===== src/rtl/matrix_pkg.sv =====
// rtl/matrix_pkg.sv - shared constants, state enum and index helpers for the matrix stages
package matrix_pkg;

  localparam int N          = 3;
  localparam int DW_DEFAULT = 8;

  // Determinant width: sum of three x*(p*q - r*s) terms needs 3*DW+1 bits.
  function automatic int det_width(input int dw);
    return 3 * dw + 1;
  endfunction

  typedef enum logic [2:0] {
    LOAD  = 3'd0,
    CALC0 = 3'd1,
    CALC1 = 3'd2,
    CALC2 = 3'd3,
    HOLD  = 3'd4
  } mat_state_t;

  function automatic int idx(input int r, input int c);
    return r * N + c;
  endfunction

endpackage


===== src/rtl/det_term.sv =====
// rtl/det_term.sv - combinational cofactor term x*(p*q - r*s) at full signed width
module det_term #(
  parameter int DW = 8
) (
  input  logic [DW-1:0]   x,
  input  logic [DW-1:0]   p,
  input  logic [DW-1:0]   q,
  input  logic [DW-1:0]   r,
  input  logic [DW-1:0]   s,
  output logic [3*DW:0]   term
);

  logic signed [2*DW-1:0] pe, qe, re, se;
  logic signed [2*DW-1:0] pq, rs;
  logic signed [2*DW:0]   diff;
  logic signed [3*DW:0]   xe, de;

  // Operands are sign-extended to the product width so the truncated product is exact.
  assign pe = {{DW{p[DW-1]}}, p};
  assign qe = {{DW{q[DW-1]}}, q};
  assign re = {{DW{r[DW-1]}}, r};
  assign se = {{DW{s[DW-1]}}, s};
  assign pq = pe * qe;
  assign rs = re * se;

  assign diff = {pq[2*DW-1], pq} - {rs[2*DW-1], rs};

  assign xe   = {{(2*DW+1){x[DW-1]}}, x};
  assign de   = {{DW{diff[2*DW]}}, diff};
  assign term = xe * de;

endmodule


===== src/rtl/matrix_det_loader.sv =====
// rtl/matrix_det_loader.sv - serial 3x3 matrix loader with sequential determinant for the inverse stage
module matrix_det_loader
  import matrix_pkg::*;
#(
  parameter int DW = DW_DEFAULT
) (
  input  logic                   clk,
  input  logic                   rst,
  input  logic                   in_valid,
  output logic                   in_ready,
  input  logic [DW-1:0]          in_data,
  output logic                   out_valid,
  input  logic                   out_ready,
  output logic [9*DW-1:0]        out_matrix,
  output logic [3*DW:0]          out_det,
  output logic                   out_singular
);

  localparam int DET_W = det_width(DW);

  mat_state_t state, state_next;

  logic [DW-1:0]          slot [9];
  logic [3:0]             counter;
  logic signed [DET_W-1:0] acc, acc_next;
  logic [DET_W-1:0]       term;
  logic [DW-1:0]          op_x, op_p, op_q, op_r, op_s;
  logic                   accept;

  assign accept = in_valid && in_ready;

  always_ff @(posedge clk) begin
    if (rst) state <= LOAD;
    else     state <= state_next;
  end

  always_comb begin
    state_next = state;
    case (state)
      LOAD:    if (accept && counter == 4'd8) state_next = CALC0;
      CALC0:   state_next = CALC1;
      CALC1:   state_next = CALC2;
      CALC2:   state_next = HOLD;
      HOLD:    if (out_valid && out_ready) state_next = LOAD;
      default: state_next = LOAD;
    endcase
  end

  always_comb begin
    in_ready  = (state == LOAD);
    out_valid = (state == HOLD);
  end

  // One shared term unit; the CALC state selects which cofactor expansion it evaluates.
  always_comb begin
    op_x = slot[idx(0, 0)];
    op_p = slot[idx(1, 1)];
    op_q = slot[idx(2, 2)];
    op_r = slot[idx(1, 2)];
    op_s = slot[idx(2, 1)];
    case (state)
      CALC1: begin
        op_x = slot[idx(0, 1)];
        op_p = slot[idx(1, 0)];
        op_q = slot[idx(2, 2)];
        op_r = slot[idx(1, 2)];
        op_s = slot[idx(2, 0)];
      end
      CALC2: begin
        op_x = slot[idx(0, 2)];
        op_p = slot[idx(1, 0)];
        op_q = slot[idx(2, 1)];
        op_r = slot[idx(1, 1)];
        op_s = slot[idx(2, 0)];
      end
      default: ;
    endcase
  end

  det_term #(.DW(DW)) u_det_term (
    .x    (op_x),
    .p    (op_p),
    .q    (op_q),
    .r    (op_r),
    .s    (op_s),
    .term (term)
  );

  assign acc_next = (state == CALC1) ? acc - $signed(term) : acc + $signed(term);

  always_ff @(posedge clk) begin
    if (rst) begin
      counter      <= '0;
      acc          <= '0;
      out_det      <= '0;
      out_singular <= 1'b0;
      for (int k = 0; k < 9; k++) slot[k] <= '0;
    end else begin
      case (state)
        LOAD: begin
          if (accept) begin
            slot[counter] <= in_data;
            if (counter == 4'd8) begin
              counter <= '0;
              acc     <= '0;
            end else begin
              counter <= counter + 4'd1;
            end
          end
        end
        CALC0, CALC1: acc <= acc_next;
        CALC2: begin
          acc          <= acc_next;
          out_det      <= acc_next;
          out_singular <= (acc_next == '0);
        end
        default: ;
      endcase
    end
  end

  for (genvar k = 0; k < 9; k++) begin : g_out
    assign out_matrix[k*DW +: DW] = slot[k];
  end

endmodule


===== config.mk =====
export PLATFORM = sky130hd
export DESIGN_NAME = matrix_det_loader
export DESIGN_NICKNAME = d
export VERILOG_FILES = /design/src/rtl/matrix_pkg.sv /design/src/rtl/det_term.sv /design/src/rtl/matrix_det_loader.sv
export SDC_FILE = /design/constraint.sdc
export NUM_CORES = 1
export LEC_CHECK = 0
export ABC_CLOCK_PERIOD_IN_PS = 17200
export BUFFER_PORTS_ARGS = -buffer_cell sky130_fd_sc_hd__buf_2
export CAP_MARGIN = 20
export CORE_MARGIN = 3
export CORE_UTILIZATION = 38
export DETAILED_ROUTE_END_ITERATION = 8
export SKIP_LAST_GASP = 1
export SLEW_MARGIN = 20
export SYNTH_ARGS = -nofsm -noshare
export SYNTH_HDL_FRONTEND = slang
export SYNTH_SLANG_ARGS = --single-unit
export TNS_END_PERCENT = 1

===== constraint.sdc =====
create_clock -name clk -period 17.2 [get_ports clk]
set_input_delay 0.86 -clock clk [delete_from_list [all_inputs] [get_ports clk]]
set_output_delay 0.86 -clock clk [all_outputs]
set_load 0.01 [all_outputs]

# Word level (Yosys, flattened, before mapping)
# Memories as Yosys holds them, arrays and structs flattened.
# Index checks and enable logic that the tools add are counted.
word_totals:
  memories: 1
  wordCells: 56
  ramBits: 72
  out_inout_bits: 100
  input_bits: 12
  reg_bits: 58
mem_list:
  columns: ["name", "words", "word_bits", "rd", "rd_clocked_by_memory_dff", "write_ports", "line", "rtl"]
  rows:
  - ["slot", 9, 8, 9, 0, 9, "matrix_det_loader.sv:23", "logic [DW-1:0] slot [9];"]
op_classes:
  add_sub_neg: 4
  mux: 22
  eq_ne: 9
  n_mul: 3
  n_reduce_logical: 12
ops:
  columns: ["cell", "n"]
  rows:
  - ["25-bit 2-to-1 mux", 3]
  - ["25-bit case mux with 2 select lines", 1]
  - ["8-bit 2-to-1 mux", 5]
  - ["8-bit by 8-bit multiplier with 16-bit output", 2]
  - ["25-bit adder", 1]
  - ["25-bit zero test", 1]
  - ["8-bit by 17-bit multiplier with 25-bit output", 1]
  - ["25-bit subtractor", 1]
  - ["16-bit by 16-bit subtractor with 17-bit output", 1]
  - ["8-bit case mux with 2 select lines", 1]
  - ["3-bit case mux with 5 select lines", 1]
  - ["4-bit 2-to-1 mux", 2]
  - ["2-bit by 1-bit inequality test with 1-bit output (second input constant)", 4]
  - ["8-bit OR reduction", 1]
  - ["1-bit 2-to-1 mux", 7]
  - ["3-bit by 2-bit == test with 1-bit output (second input constant)", 2]
  - ["3-bit 2-to-1 mux", 2]
  - ["4-bit by 1-bit adder with 4-bit output (second input constant)", 1]
  - ["4-bit == test (second input constant)", 1]
  - ["2-bit AND reduction", 2]
  - ["3-bit by 1-bit == test with 1-bit output (second input constant)", 1]
  - ["3-bit == test (second input constant)", 1]
  - ["1-bit logical AND", 3]
  - ["3-bit zero test", 1]
  - ["other kinds (4)", 4]

# Longest topological paths before layout
logic_depth:
  word_depth: 9
  depth_mapped: 58
  ltp_nobuf: 55

# Hierarchy
# A second synthesis with hierarchy kept.
unflattened:
  hier_cells: 1963
  area_unflattened_um2: 17671.9
by_module_without_submodules:
  columns: ["module", "instances", "seq_area_each_um2", "cells_per_inst", "area_per_inst_um2"]
  rows:
  - ["det_term", 1, 0.0, 1147, 10314.9]
  - ["matrix_det_loader", 1, 3323.2, 816, 7357.1]

# Worst setup path after synthesis
# Ideal clock, no wire load.
synth_timing:
  path_type: "register to register"
  from: "register state[2]"
  to: "register out_singular"
  arrival_time_ns: 12.966
  required_time_ns: 17.136
  path_stages_with_launch: 55
  slack_ns: 4.171
  synth_period_minus_slack_ns: 13.029
  setup_ns: 0.064
  n_path_buf: 6
  path_cell_list: "dfxtp_1 nand2b_1 buf_2 buf_1 clkbuf_1 mux2i_1 nor2_1 fa_1 inv_1 fa_1 fa_1 fa_1 fa_1 inv_1 fa_1 inv_1 ha_1 clkbuf_1 [... 19 more ...] a311oi_2 nor2_1 xnor2_1 nand2_1 or4_1 nor2_1 nor2_1 xnor2_1 ha_1 nand2_1 a2bb2oi_1 o31ai_1 o41a_1 xnor2_1 o2111ai_1 o41a_1 a31o_1 nor2_1"
synth_via:
  elab_chain_len: 9
  word_cells_on_any_way: 16
  cone_classes: "3 x add/sub; 3 x mul; 2 x eq/ne; 6 x mux; 2 x reduce/logical"
synth_lines:
  columns: ["element", "line", "rtl"]
  rows:
  - ["start, declared", "matrix_det_loader.sv:21", "mat_state_t state, state_next;"]
  - ["start signal, assigned", "matrix_det_loader.sv:34", "else state <= state_next;"]
  - ["3-bit by 2-bit == test with 1-bit output (on tied branches)", "matrix_det_loader.sv:61, matrix_det_loader.sv:89, matrix_det_loader.sv:99", null]
  - ["2-bit OR reduction (no line)", null, null]
  - ["8-bit 2-to-1 mux", null, null]
  - ["8-bit by 8-bit multiplier with 16-bit output (on tied branches)", "det_term.sv:23, det_term.sv:24", null]
  - ["16-bit by 16-bit subtractor with 17-bit output", "det_term.sv:26", "assign diff = {pq[2*DW-1], pq} - {rs[2*DW-1], rs};"]
  - ["8-bit by 17-bit multiplier with 25-bit output", "det_term.sv:30", "assign term = xe * de;"]
  - ["25-bit adder or 25-bit subtractor (tied branches)", "matrix_det_loader.sv:89", "assign acc_next = (state == CALC1) ? acc - $signed(term) : acc + $signed(term);"]
  - ["25-bit 2-to-1 mux", "matrix_det_loader.sv:89", null]
  - ["25-bit zero test", "matrix_det_loader.sv:115", "out_singular <= (acc_next == '0);"]
  - ["end signal, assigned", "matrix_det_loader.sv:115", null]
  - ["end, declared", "matrix_det_loader.sv:16", "output logic out_singular"]
# Several ways; a longest one is shown, not always the timed one.
# A chain may end at the register's enable or synchronous reset.

# Final worst setup path
layout_timing:
  from: "register state[0]"
  to: "register acc[24]"
layout_via:
  elab_chain_len: 9
  word_cells_on_any_way: 24
  cone_classes: "3 x add/sub; 3 x mul; 5 x eq/ne; 7 x mux; 6 x reduce/logical"
layout_lines:
  columns: ["element", "line", "rtl"]
  rows:
  - ["3-bit by 2-bit == test with 1-bit output (on tied branches)", "matrix_det_loader.sv:61, matrix_det_loader.sv:89, matrix_det_loader.sv:99", null]
  - ["2-bit OR reduction (no line)", null, null]
  - ["8-bit 2-to-1 mux", null, null]
  - ["8-bit by 8-bit multiplier with 16-bit output (on tied branches)", "det_term.sv:23, det_term.sv:24", null]
  - ["16-bit by 16-bit subtractor with 17-bit output", "det_term.sv:26", null]
  - ["8-bit by 17-bit multiplier with 25-bit output", "det_term.sv:30", null]
  - ["25-bit adder or 25-bit subtractor (tied branches)", "matrix_det_loader.sv:89", null]
  - ["25-bit 2-to-1 mux", "matrix_det_loader.sv:89", null]
  - ["25-bit case mux with 2 select lines", "matrix_det_loader.sv:99", "case (state)"]
  - ["end signal, assigned", "matrix_det_loader.sv:111", "CALC0, CALC1: acc <= acc_next;"]
  - ["end signal, assigned", "matrix_det_loader.sv:113", "acc <= acc_next;"]
  - ["end, declared", "matrix_det_loader.sv:25", "logic signed [DET_W-1:0] acc, acc_next;"]
# Several ways; a longest one is shown, not always the timed one.

==> results.toml <==
[global_route]
grt_first_pass_wirelength_um = 72700
groute.usage.overall_pct = 18.0
grt_max_degree = 71
antenna_violations_before_repair = 0
grt_pass1_vias = 13700
grt_overflow_total = 0

[detailed_routing]
vias = 13800
drcViolationCount = 0
totalWireLength_um = 44700
route.antenna.remaining_nets = 0
first_pass_iters = 5
drt-initial-drc-count = 954
route.detailed.wl_per_inst_um = 16.7
vias_per_cell = 5.15

[final_layout]
n_antenna_cell = 0
final_common_cell = "inv_1"
syn2layout_area_growth_pct = 10.1
fillerInstances = 4529
layout.nets = 2455
postLayoutCoreUtil_pct = 42.7
most-common-layout-cells = "347 x inv_1, 256 x nor2_1, 243 x fa_1, 137 x ha_1, 133 x nand2_1"
layout-drive-gt1-share_pct = 10.7

[timing]
final.min_clock_period_ns = 14.61
total_negative_slack_ns = 0
holdWs_ns = 0.451
final.period_utilization_pct = 84.9
slew_viol_final = 0
slew-limit-headroom_pct = 25.2
finClkSkew_ns = 0.0131
hold_violations = 0
max_slew.worst_pin.slew_ns = 1.09
number_of_setup_violations_in_the_final_report = 0
max_freq_mhz = 68.4
rsz0062_at_grt = "no"

[setup_path]
cpMaxStageDelayCell = "mux2i_1"
worst_path_largest_cell_delay_ns = 0.98
crit_path_frequent_cell = "fa_1"
crit_buf_inv = 8
critPathTopFamily = "adder cells"
worst_path_required_time_ns = 17.58
worst_ep_arrival_time_ns = 14.99
timing.critical_path.fanout_max = 15
critical_path_class = "flip-flop to flip-flop"
setup.worst_path.end_class = "flip-flop"
setup.worst_path.start_class = "flip-flop"

[min_path]
min-delay-path-class = "flip-flop to flip-flop"

[logic_synthesis]
yosysUniqueCellTypes = 79
postSynthCellCount = 1978
postSynth.topFlopCell = "edfxtp_1"
synth-adder-area-share_pct = 37.2
synth_top_family_by_area = "adder cells"
synthDominantAreaCellType = "fa_1"
yosys-mux-area-fraction_pct = 2.64
synth_simple_gate_area_share_pct = 18.5
yosysWarnings = 0
synth_edf_count = 72
mappedNetlistArea_um2 = 17700
synthDominantCellAreaShare_pct = 27.5
postSynthNetCount = 2370
ys_seq_elements = 130
synth_xor_area_share_pct = 4.70
synth-async-reset-ratio_pct = 0
post_synth.cell_area_avg_um2 = 8.95
synth_compound_area_share_pct = 9.65
synth.top_cells.by_area = "fa_1 27%, edfxtp_1 12%, ha_1 9.7%"
ys_seq_area_share_pct = 18.8

[clock_tree]
tritoncts_clock_tree = "done"
cts-root-buf = "clkbuf_16"
cts_sinks = 130
clock_latency_ns = 0.44
ctsResizeCount = 0
htree_num_levels = 4
ctsLongestPathBuffers = 2
worst_setup_hold_path_clk_slew_ns = 0.07
cts-hold-fix-buffers = 0
post-cts-setup-buffers = 0
cts_made_buffers = 17

[die]
core_region_area_um2 = 45700
chipWidth_um = 222
core.rowCount = 78
io-pin-count = 112
die_h_um = 222
starting_utilization_of_the_core_area_pct = 38.8
floorplan.die_area_um2 = 49200

[flow_run]
max_cap_violations = 0

[placement]
hpwlAfterDp_um = 37300
port_buffers = 111
finalWeightedCongestion = 0.917

[outcome]
run_status = "completed"
area by class of cell:
| class | count | area [um2] | share of cell area, % |
|---|---|---|---|
| multi-input combinational | 1446 | 12900 | 66.1 |
| clock buffer | 17 | 425 | 2.18 |
| inverter | 347 | 1300 | 6.68 |
| timing repair buffer | 121 | 651 | 3.34 |
| clock inverter | 15 | 158 | 0.809 |
| sequential | 130 | 3320 | 17.1 |
| tap | 600 | 751 | 3.85 |
flip-flops by register name, summed over array words and instances (netlist names):
name and flops:
state 3, out_singular 1, acc 25, counter 4, slot 72, out_det 25
kinds of logic (layout without fill, tap and decap cells):
kind of cell | Yosys count | in the layout
AO/OA/AOI/OAI | 242 | 242
XOR/XNOR | 95 | 95
adder cells (fa/ha/maj) | 380 | 380
buffers and inverters | 402 | 500
flip-flops | 130 | 130
multiplexers | 46 | 46
AND/OR/NAND/NOR | 683 | 683
synthesized netlist by cell type, types with 9 or more instances:
library cell,count
inv_1,347
nor2_1,258
fa_1,243
ha_1,137
nand2_1,133
and2_1,73
edfxtp_1,72
a21oi_1,59
xnor2_1,59
dfxtp_1,58
clkbuf_1,46
mux2i_1,43
or2_2,40
and3_1,37
o21ai_0,37
nand2b_1,36
nor3_1,36
xor2_1,36
a22oi_1,20
nor2b_1,20
nand3_1,19
a21o_1,16
o21a_1,15
a211oi_1,9
worst paths after layout:
kind / endpoint / cells past startpoint / start / slack, ns
setup reg to reg: acc[24] / 49 / state[0] / 2.59
hold / removal: out_det[23] / 2 / out_det[23] / 0.45
hold reg to reg: out_det[23] / 2 / out_det[23] / 0.45
setup / recovery: acc[24] / 49 / state[0] / 2.59
worst register-to-register path, delay by kind of cell, from the launching register on:
kind | cells | cell delay, ns
buffers and inverters | 8 | 0.39
flip-flops | 1 | 0.72
multiplexers | 1 | 0.98
XOR/XNOR | 4 | 1.31
AND/OR/NAND/NOR | 12 | 2.68
AO/OA/AOI/OAI | 11 | 2.59
adder cells (fa/ha/maj) | 13 | 5.88
routing by layer:
layer / share of wire [%] / global-route usage (%) / vias up
met5: 0 / 0 / -
met4: 1.1 / 3.80 / 0
met3: 5.0 / 2.42 / 36
met2: 46 / 28.1 / 379
met1: 48 / 26.8 / 6845
li1: - / - / 6516
per-stage QoR:
stage,worst slack [ns],area [um2],instances
after detailed placement,2.36,18900,2643
after global routing,1.54,19500,2676
after floorplan,4.17,17700,1978
final,2.59,19500,2676
after global placement,2.78,18900,2643
after CTS,2.26,19500,2675
Power is not shown: default switching activity piles up to over one toggle a cycle in this logic, so the estimate is an artifact.
